File: config.mk
export PLATFORM = sky130hd
export DESIGN_NAME = fetch_decode_stage
export DESIGN_NICKNAME = d
export VERILOG_FILES = /design/src/rtl/tron_pkg.sv /design/src/rtl/fetch_decode_stage_op_former.sv /design/src/rtl/fetch_decode_stage.sv
export SDC_FILE = /design/constraint.sdc
export NUM_CORES = 1
export LEC_CHECK = 0
export ABC_AREA = 1
export CAP_MARGIN = 40
export CORE_ASPECT_RATIO = 0.5
export CORE_MARGIN = 2
export CORE_UTILIZATION = 30
export DETAILED_ROUTE_END_ITERATION = 12
export GPL_ROUTABILITY_DRIVEN = 0
export GPL_TIMING_DRIVEN = 0
export HOLD_SLACK_MARGIN = 0.1
export SLEW_MARGIN = 20
export SYNTH_ARGS = -nofsm -noshare
export SYNTH_HDL_FRONTEND = slang
export SYNTH_SLANG_ARGS = --single-unit
File: constraint.sdc
create_clock -name clk -period 4.4 [get_ports clk]
set_input_delay 0.88 -clock clk [delete_from_list [all_inputs] [get_ports clk]]
set_output_delay 0.88 -clock clk [all_outputs]
set_load 0.005 [all_outputs]
File: src/rtl/tron_pkg.sv
// ============================================================================
// tron_pkg : op encodings and fetch/decode state encoding shared by the
//            Tron front-end and the sign-extend stage.
// Revision  : 1.0
// ============================================================================
`default_nettype none

package tron_pkg;

  // instr_op values as consumed by the sign-extend stage
  localparam logic [7:0] RTYPE = 8'h00;
  localparam logic [7:0] ANDI  = 8'h10;
  localparam logic [7:0] LDST  = 8'h40;
  localparam logic [7:0] ADDI  = 8'h50;
  localparam logic [7:0] LSHI0 = 8'h80;
  localparam logic [7:0] LSHI1 = 8'h81;
  localparam logic [7:0] SUBI  = 8'h90;
  localparam logic [7:0] CMPI  = 8'hB0;
  localparam logic [7:0] BCOND = 8'hC0;

  // Major opcode (IR[15:12]) classes that keep their ext field
  localparam logic [3:0] OPC_RTYPE = 4'h0;
  localparam logic [3:0] OPC_LDST  = 4'h4;
  localparam logic [3:0] OPC_SHIFT = 4'h8;

  typedef enum logic [1:0] {
    FETCH  = 2'd0,
    WAIT   = 2'd1,
    DECODE = 2'd2
  } fd_state_t;

endpackage

`default_nettype wire

File: src/rtl/fetch_decode_stage_op_former.sv
// ============================================================================
// op_former : combinational IR -> 8-bit instr_op in the sign-extend encoding.
// Revision  : 1.0
// ============================================================================
`default_nettype none

module op_former
  import tron_pkg::*;
(
  input  logic [15:0] ir,
  output logic [7:0]  instr_op
);

  always_comb begin
    instr_op = {ir[15:12], 4'h0};
    case (ir[15:12])
      OPC_RTYPE, OPC_LDST: instr_op = {ir[15:12], ir[7:4]};
      // Immediate shifts collapse to LSHI0/LSHI1, selected by IR[4]
      OPC_SHIFT: instr_op = (ir[7:5] == 3'b000) ? {LSHI0[7:1], ir[4]}
                                                : {ir[15:12], ir[7:4]};
      default:   instr_op = {ir[15:12], 4'h0};
    endcase
  end

endmodule

`default_nettype wire

File: src/rtl/fetch_decode_stage.sv
// ============================================================================
// fetch_decode_stage : Tron front end - PC, instruction fetch handshake,
//                      IR latch and field split for the downstream stages.
// Revision           : 1.0
// ============================================================================
`default_nettype none

module fetch_decode_stage
  import tron_pkg::*;
#(
  parameter int                ADDR_W   = 16,
  parameter logic [ADDR_W-1:0] RESET_PC = '0
) (
  input  logic              clk,
  input  logic              reset,
  output logic              fetch_req,
  output logic [ADDR_W-1:0] fetch_addr,
  input  logic [15:0]       mem_rdata,
  input  logic              mem_rvalid,
  input  logic              exec_ready,
  input  logic              redirect_valid,
  input  logic [ADDR_W-1:0] redirect_target,
  output logic              decode_valid,
  output logic [7:0]        instr_op,
  output logic [7:0]        immediate,
  output logic [3:0]        rdest,
  output logic [3:0]        rsrc,
  output logic [ADDR_W-1:0] pc_out,
  output logic [15:0]       instr_count
);

  fd_state_t         r_state;
  fd_state_t         w_next_state;
  logic [ADDR_W-1:0] r_pc;
  logic [ADDR_W-1:0] r_ir_pc;
  logic [15:0]       r_ir;
  logic [15:0]       r_instr_count;
  logic              w_load;
  logic              w_accept;

  always_ff @(posedge clk or posedge reset) begin
    if (reset) r_state <= FETCH;
    else       r_state <= w_next_state;
  end

  always_comb begin
    w_next_state = r_state;
    w_load       = 1'b0;
    w_accept     = 1'b0;
    // Gated by reset so the request stays low while the stage is held
    fetch_req    = 1'b0;
    decode_valid = 1'b0;
    case (r_state)
      FETCH: begin
        fetch_req    = ~reset;
        w_next_state = WAIT;
      end
      WAIT: begin
        if (mem_rvalid) begin
          w_load       = 1'b1;
          w_next_state = DECODE;
        end
      end
      DECODE: begin
        decode_valid = 1'b1;
        if (exec_ready) begin
          w_accept     = 1'b1;
          w_next_state = FETCH;
        end
      end
      default: w_next_state = FETCH;
    endcase
  end

  always_ff @(posedge clk or posedge reset) begin
    if (reset) begin
      r_pc          <= RESET_PC;
      r_ir_pc       <= RESET_PC;
      r_ir          <= '0;
      r_instr_count <= '0;
    end else begin
      if (w_load) begin
        r_ir    <= mem_rdata;
        r_ir_pc <= r_pc;
      end
      if (w_accept) begin
        r_instr_count <= r_instr_count + 16'd1;
        r_pc          <= redirect_valid ? redirect_target : r_pc + ADDR_W'(1);
      end
    end
  end

  op_former u_op_former (
    .ir       (r_ir),
    .instr_op (instr_op)
  );

  assign fetch_addr  = r_pc;
  assign immediate   = r_ir[7:0];
  assign rdest       = r_ir[11:8];
  assign rsrc        = r_ir[3:0];
  assign pc_out      = r_ir_pc;
  assign instr_count = r_instr_count;

endmodule

`default_nettype wire

; Word level (Yosys, flattened, before mapping)
; Cells that the tools add are included.
[totals]
reg_bits = 66
word_cells = 31
[op_classes]
eq_ne = 6
n_reduce_logical = 5
n_addsub = 2
muxes = 12
bitwise_logic = 1
[op_table]
columns = cell, count
row1 = $add A16 B1 Y16 const B, 2
row2 = $mux W16, 1
row3 = $pmux W8 S2, 1
row4 = $mux W8, 1
row5 = $mux W1, 6
row6 = $pmux W2 S3, 1
row7 = $eq A4 B3 Y1 const B, 1
row8 = $eq A4 B4 Y1 const B, 1
row9 = $logic_not A4 Y1, 1
row10 = $mux W2, 2
row11 = $ne A2 B2 Y1 const B, 2
row12 = $logic_not A3 Y1, 1
row13 = $eq A2 B1 Y1 const B, 1
row14 = $eq A2 B2 Y1 const B, 1
row15 = $logic_not A2 Y1, 1
row16 = $reduce_and A2 Y1, 1
row17 = $reduce_or A2 Y1, 1
row18 = $not A1 Y1, 1

; Logic depth before layout (Yosys ltp)
[logic_depth]
ltp_word = 3
depth_mapped = 10
mapped_depth_nobuf = 10

; Modules after synthesis
; From an unflattened synthesis, not the netlist that was laid out.
[unflattened]
hier_cells = 416
area_unflattened_um2 = 3477.1
[modules_own_cells]
columns = module, n_inst, seq_area_each_um2, cells_each, area_per_inst_um2
row1 = fetch_decode_stage, 1, 1651.6, 401, 3415.8
row2 = op_former, 1, 0.0, 15, 61.3

; Worst setup path before layout
; No wires, ideal clock.
[synth_path]
path_type = input port to output port
from = input reset
to = output fetch_req
path_buffers = 0
arrival_time_ns = 1.040
path_slack_ns = 2.480
cell_stages = 1
path_cell_list = nor3_1
[synth_via]
elab_chain_len = 2
[synth_lines]
columns = element, line_no
row1 = from (decl), fetch_decode_stage.sv:15  ; input logic reset,
row2 = $not A1 Y1, fetch_decode_stage.sv:55  ; fetch_req = ~reset;
row3 = $mux W1, fetch_decode_stage.sv:53  ; case (r_state)
row4 = to (decl), fetch_decode_stage.sv:16  ; output logic fetch_req,
; Every way passes these cells.

; Final worst setup path
; Same ends and word-level chain as after synthesis.

==> results_dict.tcl <==
set metrics [dict create \
    finalMaxSlewViolations 0 \
    wirelength_mm 8.91 \
    critPathLaunchType "input port" \
    cpMaxStageDelayCell "clkdlybuf4s50_1" \
    hpwl_mm 6.72 \
    netlist_top_cells_area "dfrtp_1 (49%), nand2_1 (11%), inv_1 (5.6%), mux2_2 (5.3%), nor2_1 (5.0%)" \
    grt_pass1_wl_mm 14.9 \
    cts-resized-gates 0 \
    min-delay-start "pc_out[0]$_DFFE_PP0P_" \
    worst_ep_required_time_ns 3.52 \
    crit_chain "clkdlybuf4s50_1 > nor3_1 > clkdlybuf4s50_1" \
    drtIter0Drc 128 \
    ys_seq_area_frac 0.485 \
    yosysTopAreaCellShare 0.485 \
    synth_cells 415 \
    r2r-start "fetch_addr[1]$_DFFE_PP0P_" \
    nets 576 \
    ys_warn_count 0 \
    worst_slew_pin_slew_ns 0.437 \
    fp.dieW_um 155 \
    htreeDepth 3 \
    grt_pass1_vias 2986 \
    core_um2 11000 \
    outcome "complete, no violations" \
    area_growth_pct 47.0 \
    cts_setup_buffers 0 \
    period_needed_ns 2.91 \
    cts_buffers 9 \
    grtUsageMet2 0.249 \
    grt.busiest_layer "met2" \
    place_ws_ns 1.47 \
    ir_drop_mv 0.247 \
    cts.clk_slew.worst_paths_ns 0.06 \
    post_dp_cell_area_um2 4710 \
    firstDrtPassIters 4 \
    rows 27 \
    ys_ff_latch 66 \
    cts_tree "built" \
    place_inst 671 \
    grtUsageTotal 0.155 \
    fin_ws_ns 1.49 \
    synth_area_um2 3400 \
    fin_util 0.454 \
    cts_buffer_depth 2 \
    yosysUniqueCellTypes 29 \
    cp-end-kind "output pin" \
    portBuffers 110 \
    cts_root_buf "clkbuf_16" \
    wl_per_cell_um 13.0 \
    worstSetupPathType "input port to output pin" \
    grt-ovfl-total 0 \
    rr_worst_depth 10 \
    power.density_nw_per_um2 628 \
    slew_headroom 0.709 \
    path_max_fanout 2 \
    final_area_um2 5000 \
    die_h_um 79.3 \
    cap_violations 0 \
    layout.cells.non_filler 687 \
    via_per_inst 4.40 \
    initial_utilization 0.309 \
    arrival_ns 2.03 \
    crit_top_cell "clkdlybuf4s50_1" \
    post-route-period-util 0.661 \
    layout-drive-gt1-share 0.133 \
    synth_nets 454 \
    r2r_setup_slack_ns 2.80 \
    num-fill-cells 1093 \
    leakagePower_nw 2.32 \
    n_antenna_cell 0 \
    max_freq_mhz 344 \
    dieArea_um2 12300 \
    hold_depth 2 \
    hold_class "register to register" \
    synth_area_per_cell_um2 8.20 \
    clock-sinks 66 \
    rsz0062_at_grt "no" \
    grtUsageMet1 0.209 \
    grtUsageMet3 0.0328 \
    antenna_found_initial 0 \
    slowest_delay_ns 0.53 \
    min_to "pc_out[0]$_DFFE_PP0P_" \
    drc 0 \
    setup_tns_ns 0 \
    rr_endpoint "fetch_addr[8]$_DFFE_PP0P_" \
    clock_latency_ns 0.33 \
    cts_hold_buf 0 \
    grt_max_degree 35 \
    crit_path_start "reset" \
    ant_nets 0 \
    finalClockSkew_ns 0.00529 \
    final-hold-violation-count 0 \
    io_pins 111 \
    yosys.area.top_type "dfrtp_1" \
    vias 3026 \
    setup_viol 0 \
]
[sequential cells by signal, summed over array words and instances, names as in the netlist]
signal       count
r_ir            16
instr_count     16
fetch_addr      16
pc_out          16
r_state          2
[through the flow]
| step | power, mW | hold WS (ns) |
|---|---|---|
| 6_report | 3.14 | 0.481 |
| 3_5_place_dp | 2.45 | 0.472 |
| 3_3_place_gp | 2.43 | 0.466 |
| 5_1_grt | 3.38 | 0.518 |
| 4_1_cts | 3.18 | 0.486 |
| 2_1_floorplan | 1.69 | 0.459 |
[placed cells by master, fill, tap and decap left out, drive strengths merged, types with 15 or more instances in the layout]
cell type      Yosys  layout
a21oi             15      15
buf               25      26
clkbuf             7      16
clkdlybuf4s50      0     110
dfrtp             66      66
inv               52      53
mux2              16      16
nand2             99      99
nand3             24      24
nor2              51      51
o21ai             26      26
[power by group]
group          switching, mW  leakage [nW]  internal (mW)
logic                  0.542          1.41          0.812
registers              0.225         0.772          0.852
clock network          0.270         0.142          0.437
[worst max-delay path, delay by kind of cell]
family,cells,cell delay (ns)
simple gates,1,0.16
buf+inv,2,0.99
[cell families (layout without fill, tap and decap cells)]
group	after synthesis	after routing	share of synthesized area
flops	66	66	0.485
mux	16	16	0.0530
xor+xnor	9	9	0.0232
compound gates	49	49	0.0772
buf+inv	85	212	0.118
simple gates	188	188	0.236
fa+ha+maj	2	2	0.00735
[cells in the mapped netlist]
cell and instances:
inv_2 1, o21ai_0 26, inv_1 51, nor2_4 2, nand3_1 23, buf_4 18
nand2_2 1, ha_1 2, a211oi_1 1, o22ai_1 3, nor3_1 4, a21oi_1 15
clkinv_1 1, buf_6 1, nor3_2 1, nand3_2 1, or2_2 3, nand4_1 6
xnor2_1 3, o31ai_1 3, xor2_1 6, dfrtp_1 66, nor2_2 4, nand2_1 98
nor2_1 45, mux2_2 16, buf_2 6, a211o_1 1, clkbuf_1 7
[routing by layer]
metal  wire length, um  up-vias
met1              4380     1391
met4               132        0
met3               384       12
li1                  -     1537
met5                 0        -
met2              4020       86
[cell type report]
class,count,area [um^2],area share
Clock buffer,9,225,0.0450
Inverter,53,201,0.0403
Clock inverter,7,68.8,0.0138
Tap cell,145,181,0.0363
Timing Repair Buffer,111,1120,0.224
Sequential cell,66,1650,0.330
Multi-Input combinational cell,264,1350,0.270
Buffer,32,203,0.0405
[worst max path at each step]
| stage | slack, ns | to | depth (start not counted) |
|---|---|---|---|
| 6_report | 1.49 | fetch_req | 3 |
| 5_1_grt | 1.46 | fetch_req | 3 |
| 4_1_cts | 1.48 | fetch_req | 3 |
| 3_5_place_dp | 1.47 | fetch_req | 3 |
| 3_3_place_gp | 0.53 | instr_count[0]$_DFFE_PP0P_ | 2 |
| 2_1_floorplan | 1.87 | fetch_addr[0]$_DFFE_PP0P_ | 1 |
Note: power is estimated with default switching activity, not from simulation.
